==> config.mk <==
export PLATFORM = sky130hd
export DESIGN_NAME = rect_fill_flat
export DESIGN_NICKNAME = d
export VERILOG_FILES = /design/src/rtl/rect_fill_if.sv /design/src/rtl/rect_fill.sv /design/src/flat_wrapper.sv
export SDC_FILE = /design/constraint.sdc
export NUM_CORES = 1
export LEC_CHECK = 0
export CELL_PAD_IN_SITES_DETAIL_PLACEMENT = 0
export CELL_PAD_IN_SITES_GLOBAL_PLACEMENT = 1
export CORE_UTILIZATION = 42
export DETAILED_ROUTE_END_ITERATION = 8
export PLACE_DENSITY = 0.9
export SKIP_LAST_GASP = 1
export SLEW_MARGIN = 20
export SYNTH_ARGS = -nofsm -noshare
export SYNTH_HDL_FRONTEND = slang
export SYNTH_SLANG_ARGS = --single-unit
==> constraint.sdc <==
create_clock -name clk -period 4.3 [get_ports clk]
set_input_delay 1.29 -clock clk [delete_from_list [all_inputs] [get_ports clk]]
set_output_delay 1.29 -clock clk [all_outputs]
set_load 0.03 [all_outputs]
==> src/rtl/rect_fill_if.sv <==
// Command, framebuffer-write and status signals of the rectangle-fill engine.
// The slave modport is the engine's view; the master modport is the view of
// whatever issues commands and owns the framebuffer port.
interface rect_fill_if #(
  parameter int ADDR_W  = 17,
  parameter int COLOR_W = 8
);
  logic               cmd_valid;
  logic               cmd_ready;
  logic               cmd_op;
  logic [8:0]         cmd_x0;
  logic [7:0]         cmd_y0;
  logic [8:0]         cmd_x1;
  logic [7:0]         cmd_y1;
  logic [COLOR_W-1:0] cmd_color;
  logic               fb_we;
  logic               fb_ready;
  logic [ADDR_W-1:0]  fb_addr;
  logic [COLOR_W-1:0] fb_data;
  logic               busy;
  logic               done;
  logic               err;

  modport slave (
    input  cmd_valid, cmd_op, cmd_x0, cmd_y0, cmd_x1, cmd_y1, cmd_color, fb_ready,
    output cmd_ready, fb_we, fb_addr, fb_data, busy, done, err
  );

  modport master (
    output cmd_valid, cmd_op, cmd_x0, cmd_y0, cmd_x1, cmd_y1, cmd_color, fb_ready,
    input  cmd_ready, fb_we, fb_addr, fb_data, busy, done, err
  );
endinterface

==> src/rtl/rect_fill.sv <==
// Rectangle-fill / screen-clear engine for the RGB332 framebuffer.
// One command at a time: capture, clip/validate in SETUP, then stream one
// pixel write per accepted cycle in raster order, then pulse done.
module rect_fill #(
  parameter int H_RES   = 320,
  parameter int V_RES   = 240,
  parameter int ADDR_W  = 17,
  parameter int COLOR_W = 8
) (
  input  logic       clk,
  input  logic       rst,
  rect_fill_if.slave bus
);

  localparam logic [8:0] X_LIM = 9'(H_RES);
  localparam logic [7:0] Y_LIM = 8'(V_RES);
  localparam logic [8:0] X_MAX = 9'(H_RES - 1);
  localparam logic [7:0] Y_MAX = 8'(V_RES - 1);
  localparam logic [ADDR_W-1:0] ROW_STEP = ADDR_W'(H_RES);

  typedef enum logic [1:0] {
    S_IDLE,
    S_SETUP,
    S_DRAW,
    S_DONE
  } state_t;

  state_t             r_state;
  logic               r_op;
  logic [8:0]         r_x0;
  logic [7:0]         r_y0;
  logic [8:0]         r_x1;
  logic [7:0]         r_y1;
  logic [COLOR_W-1:0] r_color;
  logic [8:0]         r_x;
  logic [7:0]         r_y;
  logic [ADDR_W-1:0]  r_row_base;
  logic               r_fb_we;
  logic [ADDR_W-1:0]  r_fb_addr;
  logic [COLOR_W-1:0] r_fb_data;
  logic               r_done;
  logic               r_err;

  logic [8:0]         w_x0;
  logic [7:0]         w_y0;
  logic [8:0]         w_x1;
  logic [7:0]         w_y1;
  logic               w_reject;
  logic [ADDR_W-1:0]  w_row_base;
  logic               w_row_end;
  logic               w_last;
  logic [ADDR_W-1:0]  w_next_row;

  // Clip and validate the captured command; a clear simply substitutes the full screen.
  always_comb begin
    w_x0     = r_x0;
    w_y0     = r_y0;
    w_x1     = (r_x1 > X_MAX) ? X_MAX : r_x1;
    w_y1     = (r_y1 > Y_MAX) ? Y_MAX : r_y1;
    w_reject = (r_x0 >= X_LIM) || (r_y0 >= Y_LIM) || (r_x0 > r_x1) || (r_y0 > r_y1);
    if (r_op) begin
      w_x0     = '0;
      w_y0     = '0;
      w_x1     = X_MAX;
      w_y1     = Y_MAX;
      w_reject = 1'b0;
    end
  end

  // Constant-coefficient product, only consumed in SETUP; DRAW advances rows by addition.
  assign w_row_base = ADDR_W'(w_y0) * ROW_STEP;

  assign w_row_end  = (r_x == r_x1);
  assign w_last     = w_row_end && (r_y == r_y1);
  assign w_next_row = r_row_base + ROW_STEP;

  // Command FSM; every output except cmd_ready/busy is a register.
  always_ff @(posedge clk) begin
    if (rst) begin
      r_state    <= S_IDLE;
      r_op       <= 1'b0;
      r_x0       <= '0;
      r_y0       <= '0;
      r_x1       <= '0;
      r_y1       <= '0;
      r_color    <= '0;
      r_x        <= '0;
      r_y        <= '0;
      r_row_base <= '0;
      r_fb_we    <= 1'b0;
      r_fb_addr  <= '0;
      r_fb_data  <= '0;
      r_done     <= 1'b0;
      r_err      <= 1'b0;
    end else begin
      r_done <= 1'b0;
      r_err  <= 1'b0;
      case (r_state)
        S_IDLE: begin
          if (bus.cmd_valid) begin
            r_op    <= bus.cmd_op;
            r_x0    <= bus.cmd_x0;
            r_y0    <= bus.cmd_y0;
            r_x1    <= bus.cmd_x1;
            r_y1    <= bus.cmd_y1;
            r_color <= bus.cmd_color;
            r_state <= S_SETUP;
          end
        end
        S_SETUP: begin
          if (w_reject) begin
            r_err   <= 1'b1;
            r_state <= S_IDLE;
          end else begin
            // Clipped bounds overwrite the raw command; x0 is needed again at each row wrap.
            r_x0       <= w_x0;
            r_x1       <= w_x1;
            r_y1       <= w_y1;
            r_x        <= w_x0;
            r_y        <= w_y0;
            r_row_base <= w_row_base;
            r_fb_we    <= 1'b1;
            r_fb_addr  <= w_row_base + ADDR_W'(w_x0);
            r_fb_data  <= r_color;
            r_state    <= S_DRAW;
          end
        end
        S_DRAW: begin
          // Without fb_ready the write request simply stays where it is.
          if (bus.fb_ready) begin
            if (w_last) begin
              r_fb_we <= 1'b0;
              r_done  <= 1'b1;
              r_state <= S_DONE;
            end else if (w_row_end) begin
              r_x        <= r_x0;
              r_y        <= r_y + 8'd1;
              r_row_base <= w_next_row;
              r_fb_addr  <= w_next_row + ADDR_W'(r_x0);
            end else begin
              r_x       <= r_x + 9'd1;
              r_fb_addr <= r_fb_addr + ADDR_W'(1);
            end
          end
        end
        S_DONE: begin
          r_state <= S_IDLE;
        end
        default: begin
          r_state <= S_IDLE;
        end
      endcase
    end
  end

  assign bus.cmd_ready = (r_state == S_IDLE);
  assign bus.busy      = (r_state != S_IDLE);
  assign bus.fb_we     = r_fb_we;
  assign bus.fb_addr   = r_fb_addr;
  assign bus.fb_data   = r_fb_data;
  assign bus.done      = r_done;
  assign bus.err       = r_err;

endmodule

==> src/flat_wrapper.sv <==
// flat-port wrapper written by rule: the top's interface ports become plain ports
module rect_fill_flat 
#(
  parameter int H_RES   = 320,
  parameter int V_RES   = 240,
  parameter int ADDR_W  = 17,
  parameter int COLOR_W = 8
)
  (clk, rst, bus_cmd_valid, bus_cmd_op, bus_cmd_x0, bus_cmd_y0, bus_cmd_x1, bus_cmd_y1, bus_cmd_color, bus_fb_ready, bus_cmd_ready, bus_fb_we, bus_fb_addr, bus_fb_data, bus_busy, bus_done, bus_err);
  rect_fill_if #(.ADDR_W(ADDR_W), .COLOR_W(COLOR_W)) bus_i ();
  input  logic clk;
  input  logic rst;
  input wire logic [$bits(bus_i.cmd_valid)-1:0] bus_cmd_valid;
  input wire logic [$bits(bus_i.cmd_op)-1:0] bus_cmd_op;
  input wire logic [$bits(bus_i.cmd_x0)-1:0] bus_cmd_x0;
  input wire logic [$bits(bus_i.cmd_y0)-1:0] bus_cmd_y0;
  input wire logic [$bits(bus_i.cmd_x1)-1:0] bus_cmd_x1;
  input wire logic [$bits(bus_i.cmd_y1)-1:0] bus_cmd_y1;
  input wire logic [$bits(bus_i.cmd_color)-1:0] bus_cmd_color;
  input wire logic [$bits(bus_i.fb_ready)-1:0] bus_fb_ready;
  output wire logic [$bits(bus_i.cmd_ready)-1:0] bus_cmd_ready;
  output wire logic [$bits(bus_i.fb_we)-1:0] bus_fb_we;
  output wire logic [$bits(bus_i.fb_addr)-1:0] bus_fb_addr;
  output wire logic [$bits(bus_i.fb_data)-1:0] bus_fb_data;
  output wire logic [$bits(bus_i.busy)-1:0] bus_busy;
  output wire logic [$bits(bus_i.done)-1:0] bus_done;
  output wire logic [$bits(bus_i.err)-1:0] bus_err;
  assign bus_i.cmd_valid = bus_cmd_valid;
  assign bus_i.cmd_op = bus_cmd_op;
  assign bus_i.cmd_x0 = bus_cmd_x0;
  assign bus_i.cmd_y0 = bus_cmd_y0;
  assign bus_i.cmd_x1 = bus_cmd_x1;
  assign bus_i.cmd_y1 = bus_cmd_y1;
  assign bus_i.cmd_color = bus_cmd_color;
  assign bus_i.fb_ready = bus_fb_ready;
  assign bus_cmd_ready = bus_i.cmd_ready;
  assign bus_fb_we = bus_i.fb_we;
  assign bus_fb_addr = bus_i.fb_addr;
  assign bus_fb_data = bus_i.fb_data;
  assign bus_busy = bus_i.busy;
  assign bus_done = bus_i.done;
  assign bus_err = bus_i.err;
  rect_fill #(.H_RES(H_RES), .V_RES(V_RES), .ADDR_W(ADDR_W), .COLOR_W(COLOR_W)) u_core (.clk(clk), .rst(rst), .bus(bus_i));
endmodule
==> summary.txt <==
Floorplanning
  – Die Y: around 130 um
  – Row count: 45
  – DIE WIDTH: ~130 um
  – I/O pin total: 77
  – Die area: 0.0161 sq mm
  – Core ar.: between 0.015 and 0.02 sq mm
  – Starting density of the core: 0.431

Yosys
  – Largest cells by area after synthesis: dfxtp_1 31%, ha_1 7.1%, xnor2_1 6.0%
  – Synth top area share: 0.308
  – Post-synthesis instance total: 829
  – Ys Warns: 0
  – Mean post-synth cell area: 7.91 sq um
  – Syn Nets: 914
  – Post-synthesis sequential area ratio: 0.308
  – Most common flop cell mapped by yosys: dfxtp_1
  – Post-synth EDFFs: 0
  – Post-Syn Area: 0.00656 sq mm
  – Count leader, synth: dfxtp_1
  – Distinct cells, synth: 70
  – Synth async-reset ratio: 0
  – FF+latch count, synth: 101
  – Most frequent cells after synthesis: 101 x dfxtp_1, 93 x nand2_1, 87 x nor2_1, 59 x a21oi_1, 47 x o21ai_0
  – Largest area contributor in the netlist: dfxtp_1

Clock network
  – CTS max path bufs: 2
  – Inserted Clock Buffers: 9
  – # hold bufs at CTS: 0
  – Clock Sink Count: roughly 100
  – Worst-path clk slew: roughly 70 ps
  – PostCTS Resize Cnt: 0
  – Post CTS Setup Buffer Count: 0
  – CTS tree: done
  – Root Buffer: clkbuf_16
  – Worst-Skew Late Latency: 360 ps
  – H-tree Lvls: 3

Finish
  – Design Area, Final: 0.00762 sq mm
  – # diodes: 0
  – Sequential standard cell area: 0.00202 sq mm
  – Fill cell count: 1509
  – # nets final: 957
  – Layout Area Growth over Synthesis: 16.2%
  – Fraction of layout cells with a size suffix above 1: 0.0685
  – Multi-input gate area: ~0.0041 sq mm

Worst setup path
  – CP Max Fanout: 8
  – Worst path required time: ~4600 ps
  – WS Path Type: register to register
  – Worst setup EP type: register
  – CP max-delay cell: nor4_1
  – CP max stage delay: 490 ps
  – Worst Path Buf+Inv: 1
  – CP dominant cell by count: xor2_1
  – Startpoint class of the critical path: register
  – Cells along the critical path: inv_1 > and3_1 > ha_1 > fa_1 > xor2_1 > o2111ai_1 > nor4_1 > nand2_1 > xor2_1 > a211o_1 > a21oi_1
  – Family with the most delay on the worst path: simple AND/OR/NAND/NOR gates
  – Worst Path Arrival: roughly 3700 ps

Route
  – Routed Antenna Nets: 0
  – Via count: ~6200
  – Average vias per placed instance: approximately 5.8
  – Router iterations before antenna repair: 7
  – Wirelength per Cell: 16.8 um
  – Initial DRC Count: 435
  – Routed WL: around 18000 um
  – # DRC: 0

Run status
  – Status: complete, no violations

Power and ir drop
  – Cell Pwr Density: 383 mW/mm^2
  – P_leak: 2.78 nW
  – Peak supply drop: 211 uV
  – Power after layout: a little under 3 mW

Global routing
  – Largest net degree at the start of global routing: 88
  – First-pass GRT wire length: 29500 um
  – Grt ovf: 0
  – Total track usage: 0.228
  – Vias in the first global route: between 5000 and 6000
  – Initial antenna violation count: 0

Timing
  – Final hold vios: 0
  – Slew margin rel.: 0.305
  – Finish-stage setup viols: 0
  – Crit path time final: 3380 ps
  – Max-slew violations: 0
  – Worst-Margin Slew: 1040 ps
  – Max Clk Rate: 0.296 GHz
  – Fin Hold WS: 456 ps
  – Final worst slack: 924 ps
  – Setup TNS: 0 ps
  – RSZ-0062 raised after global routing: false
  – Worst Clk Skew: just under 5 ps
  – Final worst path period share: 0.785

Placement
  – Pre-CTS WS: 951 ps
  – Placed cell areas: 0.00734 sq mm
  – Port buffer count: 76
  – RD Place Congestion: 0.842
  – DP Wirelength: roughly 13000 um

Job
  – Max-cap violations: 0

Min path
  – Worst hold path class: register to register
-- cells by family (layout without fill, tap and decap cells) --
group | after synthesis | in the layout | synth area share
xor gates and xnor gates | 58 | 58 | 0.0775
other | 1 | 1 | 0.000572
DFF | 101 | 101 | 0.308
buffers and inverters | 86 | 133 | 0.0618
and+or+nand+nor | 306 | 306 | 0.218
adders and majority gates | 39 | 39 | 0.0752
muxes | 12 | 12 | 0.0189
AOI/OAI and AO/OA | 226 | 226 | 0.239
-- worst min-delay path, stage by stage (launching register included) --
cell     delay [ps]
dfxtp_1         310
nand2_1          50
a21oi_1          50
-- sequential cells by signal (all words and copies together), names as in the netlist, 9 cells and up --
signal,cells
u_core.r_x,9
u_core.r_x1,9
u_core.bus.fb_addr,17
u_core.r_x0,9
u_core.r_row_base,11
-- layer usage --
layer / vias to the layer above / GRT usage / routed length, um / part of all wire
met3: 13 / 0.0388 / 989 / 0.055
met4: 0 / 0.0714 / 214 / 0.012
li1: 3066 / - / - / -
met5: - / 0 / 0 / 0
met2: 186 / 0.370 / 8230 / 0.46
met1: 2936 / 0.309 / 8420 / 0.47
-- where the power goes --
| group | total (mW) | internal (mW) | switching, mW |
|---|---|---|---|
| logic | 0.951 | 0.400 | 0.551 |
| clock network | 0.802 | 0.414 | 0.388 |
| registers | 1.16 | 1.03 | 0.132 |
-- cells in the final DEF (no fill, tap or decap), types with 12 or more instances in the layout --
cell type / synthesis / routed
nor3_1: 27 / 26
a211oi_1: 19 / 19
nand2_1: 93 / 93
xor2_1: 13 / 13
a221oi_1: 12 / 12
clkdlybuf4s50_1: 0 / 75
a22oi_1: 14 / 14
a21oi_1: 59 / 59
xnor2_1: 45 / 45
nand4_1: 13 / 13
nand3_1: 21 / 21
inv_1: 34 / 34
nor2_1: 87 / 87
o21ai_0: 47 / 47
dfxtp_1: 101 / 101
o221a_2: 13 / 13
ha_1: 37 / 37
-- worst paths after layout --
check / start / endpoint / slack [ps] / cells past startpoint
hold / removal: u_core.r_color[0]$_SDFFE_PP0P_ / u_core.r_color[0]$_SDFFE_PP0P_ / 460 / 2
hold reg to reg: u_core.r_color[0]$_SDFFE_PP0P_ / u_core.r_color[0]$_SDFFE_PP0P_ / 460 / 2
setup reg to reg: u_core.r_op$_SDFFE_PP0P_ / u_core.bus.fb_addr[14]$_SDFFE_PP0P_ / 920 / 11
setup / recovery: u_core.r_op$_SDFFE_PP0P_ / u_core.bus.fb_addr[14]$_SDFFE_PP0P_ / 920 / 11
-- metrics by stage --
stage | utilization | cells
2_1_floorplan | - | 829
3_3_place_gp | 0.483 | 1049
3_5_place_dp | 0.483 | 1049
4_1_cts | 0.501 | 1064
5_1_grt | 0.501 | 1064
6_report | 0.501 | 1064
-- area by class of cell --
cell class,count,share of cell area
clock buffers,10,0.0314
well taps,188,0.0309
flip-flops and latches,101,0.265
clock inverters,5,0.00575
multi-input cells,642,0.543
repair buffers,84,0.107
inverters,34,0.0168
Note: power is estimated with default switching activity, not from simulation.
==> patch 1: new RTL, same settings <==
Make the reset (`rst`) asynchronous in one clocked block.
--- a/src/rtl/rect_fill.sv
+++ b/src/rtl/rect_fill.sv
@@ -77,3 +77,3 @@
   // Command FSM; every output except cmd_ready/busy is a register.
-  always_ff @(posedge clk) begin
+  always_ff @(posedge clk or posedge rst) begin
     if (rst) begin
Function: differs if rst is asserted again (counterexample within 4 cycles, from zero or initial values and one cycle with rst high); with rst held inactive, the same outputs for 4 cycles.
==> patch 1 against the original RTL <==
Critical path depth stayed put; synthesized area is 5.8% higher; sequential cell count stayed put; core utilization is 0.50 points higher; design area is 6.3% higher; wire length is 0.25% higher; clock skew is 0.011 ns higher; setup slack worse by 0.12 ns; fmax is 3.3% lower; critical endpoint is now u_core.bus.fb_addr[15].
Power is not compared: it rests on default switching activity, and its combinational part moved more than twofold at a synthesized area within 25%.
==> patch 1: results (changes against the original RTL) <==
placed_design:
  hpwl_mm: 12.91  # +1.5%
finish:
  fill_cells: 1546  # +2.5%
  n_all_inverters: 30  # -12%
  nNetsFinal: 910  # -4.9%
  drive_gt1_share_pct: 8.675  # +1.8 points
  nMultiInputCombCells: 594  # -7.5%
  seq_share_pct: 31.21  # +4.7 points
routing:
  wl_met3_um: 775  # -22%
  detail_route.vias_per_cell: 5.706  # -2.1%
  post_drt_wl_per_cell_um: 17.12  # +2.0%
  first_pass_iters: 5  # -2
  wirelength_met1_mm: 8.895  # +5.6%
  detail_route.iter0.violations: 350  # -20%
  dr_wl_met2_mm: 7.998  # -2.8%
synthesis:
  yosysMostFrequentCell: "nand2_1"
  synthFlopType: "dfrtp_1"
  synth_common_cells: "106 x nand2_1, 101 x dfrtp_1, 43 x nor2_1"
  synth_area_leaders: "dfrtp_1 36%, ha_1 6.7%, nand2_1 5.7%"
  synthXorXnorAreaFrac_pct: 8.081  # +0.33 points
  synth-compound-area-share_pct: 20.11  # -3.8 points
timing:
  fin_skew_ns: 0.01556  # +0.01072 ns
  worst_slew_pin_slew_ns: 1.044  # +0.0007479 ns
setup_path:
  slowest_stage: "dfrtp_1"
  rrSetupSlack_ns: 0.81  # -0.12 ns
  crit_end: "u_core.bus.fb_addr[15]"
hold_path:
  whs_endpoint: "u_core.r_color[3]"
global_route:
  grt_max_degree: 62  # -30%
  grtUsageMet2_pct: 35.29  # -1.7 points
run_status:
  status: "finished clean"
patch 1: changes by cell type after synthesis, sizes merged, moves of 17 or more:
cell,change
mux2,+20
xnor2,-20
a211oi,-17
xor2,+26
nor2,-44
dfrtp,+101
dfxtp,-101
patch 1: per-stage QoR:
step	hold slack, ns	cell area, um2	worst slack (ns)	instances
floorplan	0.4417	6937	0.3629	769
global placement	0.4544	7800	0.9986	1030
detailed placement	0.4593	7800	0.8452	1030
CTS	0.4792	8099	0.8234	1046
global route	0.5219	8099	0.5387	1046
finish	0.4741	8099	0.8074	1046
patch 1: logic make-up (layout without fill, tap and decap cells):
| family | after synthesis | in the layout |
|---|---|---|
| AOI/OAI and AO/OA | 199 | 199 |
| xor gates and xnor gates | 64 | 64 |
| adders and majority gates | 39 | 39 |
| buffers and inverters | 74 | 135 |
| DFF | 101 | 101 |
| muxes | 28 | 28 |
| other | 1 | 1 |
| and+or+nand+nor | 263 | 263 |
==> patch 2: new RTL, config.mk and constraints unchanged <==
Without the edit above. `COLOR_W` is set to 8 in 3 places; all go to 6.
--- a/src/rtl/rect_fill_if.sv
+++ b/src/rtl/rect_fill_if.sv
@@ -5,3 +5,3 @@
   parameter int ADDR_W  = 17,
-  parameter int COLOR_W = 8
+  parameter int COLOR_W = 6
 );
--- a/src/rtl/rect_fill.sv
+++ b/src/rtl/rect_fill.sv
@@ -7,3 +7,3 @@
   parameter int ADDR_W  = 17,
-  parameter int COLOR_W = 8
+  parameter int COLOR_W = 6
 ) (
--- a/src/flat_wrapper.sv
+++ b/src/flat_wrapper.sv
@@ -6,3 +6,3 @@
   parameter int ADDR_W  = 17,
-  parameter int COLOR_W = 8
+  parameter int COLOR_W = 6
 )
Interface: changed (resized bus_cmd_color and bus_fb_data); port bits go from 77 to 73. No check against the original RTL was run, so the function may have changed too.
==> patch 2 against the original RTL <==
First-iteration DRC count increased by 8.5%; synthesized area increased by 1.3%; clock power is 4.9% higher; total power increased by 5.3%; sequential cell count is 4 lower; cell count increased by 3.3%; design area grew 2.2%; sequential share of layout area fell by 1.6 points; setup slack got worse by 0.25 ns; wire length is 6.9% higher; critical path type unchanged; highest routed layer unchanged.
==> patch 2: results (changes against the original RTL) <==
synthesis:
  synth.avg_cell_area_um2: 7.921  # +0.17%
  synth-compound-area-share_pct: 28.12  # +4.2 points
  seq_area_frac_synth_pct: 29.26  # -1.6 points
  muxShareOfSynthArea_pct: 0.1508  # -1.7 points
  synthesis.nets: 921  # +0.77%
  synthXorXnorAreaFrac_pct: 8.445  # +0.70 points
  synth_area_leaders: "dfxtp_1 29%, ha_1 7.0%, a21oi_1 6.0%"
  synth_common_cells: "97 x dfxtp_1, 88 x nand2_1, 80 x a21oi_1"
  synth_fa_ha_area_share_pct: 7.427  # -0.094 points
  synthDistinctLibCells: 77  # +10%
clock_network:
  clk-insertion-delay-late_ns: 0.35
setup_path:
  cp_top_family: "compound AO/OA/AOI/OAI gates"
  slowest_stage: "dfxtp_1"
  cpPeakStageDelay_ns: 0.78  # +0.29 ns
  startpoint: "u_core.r_op"
  worstPathArrival_ns: 3.90  # +0.24 ns
  rrSetupSlack_ns: 0.68  # -0.25 ns
  r2r_end: "u_core.bus.fb_addr[15]"
  crit_path_max_fanout: 21  # +13
hold_path:
  min_path_type: "flip-flop to flip-flop"
finish:
  layout.cells.non_filler: 1099  # +3.3%
  nNetsFinal: 966  # +0.94%
  drive_gt1_share_pct: 7.770  # +0.92 points
  fill_cells: 1504  # -0.33%
power_and_ir_drop:
  comb_power_share_pct: 35.9  # +3.3 points
  pg_seq_w: 0.00113
  ir_drop_uv: 272.1  # +29%
  p_leak_nw: 2.786  # +0.23%
  powerDensity_mw_per_mm2: 394.8  # +3.1%
  p_sw_w: 0.001191  # +11%
routing:
  first_pass_iters: 5  # -2
  via_count: 6422  # +3.6%
  detail_route.iter0.violations: 472  # +8.5%
  wirelength_mm: 19.09  # +6.9%
placed_design:
  hpwl_mm: 13.55  # +6.5%
  port_buffers: 72  # -5.3%
  place.gp.congestion: 0.9091  # +8.0%
  placedCellCount: 1083  # +3.2%
  dp_slack_ns: 0.7535  # -0.1976 ns
  dpl_cell_area_mm2: 0.007482  # +2.0%
run_status:
  status: "finished clean"
global_route:
  grt_usage_pct: 23.99  # +1.2 points
  antenna_found_initial: 0  # unchanged
  grt_pass1_wl_mm: 31.16  # +5.5%
  grt_max_degree: 86  # -2.3%
  grt_pass1_vias: 5987  # +2.3%
timing:
  max-slew-margin-rel_pct: 32.47  # +2.0 points
  fin_skew_ns: 0.008536  # +0.003693 ns
[patch 2: worst reg2reg max path, cell delays in order (launching register included)]
cell      delay, ns
dfxtp_1        0.78
inv_1          0.31
and3_1         0.27
ha_1           0.21
fa_1           0.41
a211oi_1       0.31
o21bai_1       0.12
a21oi_1        0.18
xor2_1         0.31
xnor2_1        0.14
a221o_1        0.36
o22ai_1        0.16
[patch 2: worst min-delay path by stage]
| stage | slack [ns] | from | cells past startpoint | endpoint |
|---|---|---|---|---|
| after floorplan | 0.44 | u_core.r_color[0] | 2 | u_core.r_color[0] |
| after global placement | 0.45 | u_core.r_color[2] | 2 | u_core.r_color[2] |
| after detailed placement | 0.45 | u_core.r_color[5] | 2 | u_core.r_color[5] |
| after CTS | 0.46 | u_core.r_color[5] | 2 | u_core.r_color[5] |
| after global routing | 0.48 | u_core.r_color[5] | 2 | u_core.r_color[5] |
| final | 0.46 | u_core.r_color[0] | 2 | u_core.r_color[0] |
[patch 2: cells by family (layout without fill, tap and decap cells)]
logic type / count (synthesis) / count (layout)
adders and majority gates: 39 / 39
DFF: 97 / 97
buffers and inverters: 76 / 126
xor gates and xnor gates: 64 / 64
other: 1 / 1
and+or+nand+nor: 294 / 294
muxes: 1 / 1
AOI/OAI and AO/OA: 266 / 266
[patch 2: metal layers]
layer	vias up	part of all wire [%]	GRT usage, %
met4	0	1.6	6.228
met1	3028	47	32.93
met3	21	5.8	3.798
met5	-	0	0
met2	211	45	39.18
li1	3162	-	-
[patch 2: area by class of cell]
cell class | instances | area, um2 | area share, %
clock inverters | 6 | 73.82 | 0.9482
inverters | 26 | 97.59 | 1.254
multi-input cells | 665 | 4373 | 56.17
well taps | 211 | 264.0 | 3.391
flip-flops and latches | 97 | 1942 | 24.94
repair buffers | 84 | 805.8 | 10.35
clock buffers | 10 | 229.0 | 2.941
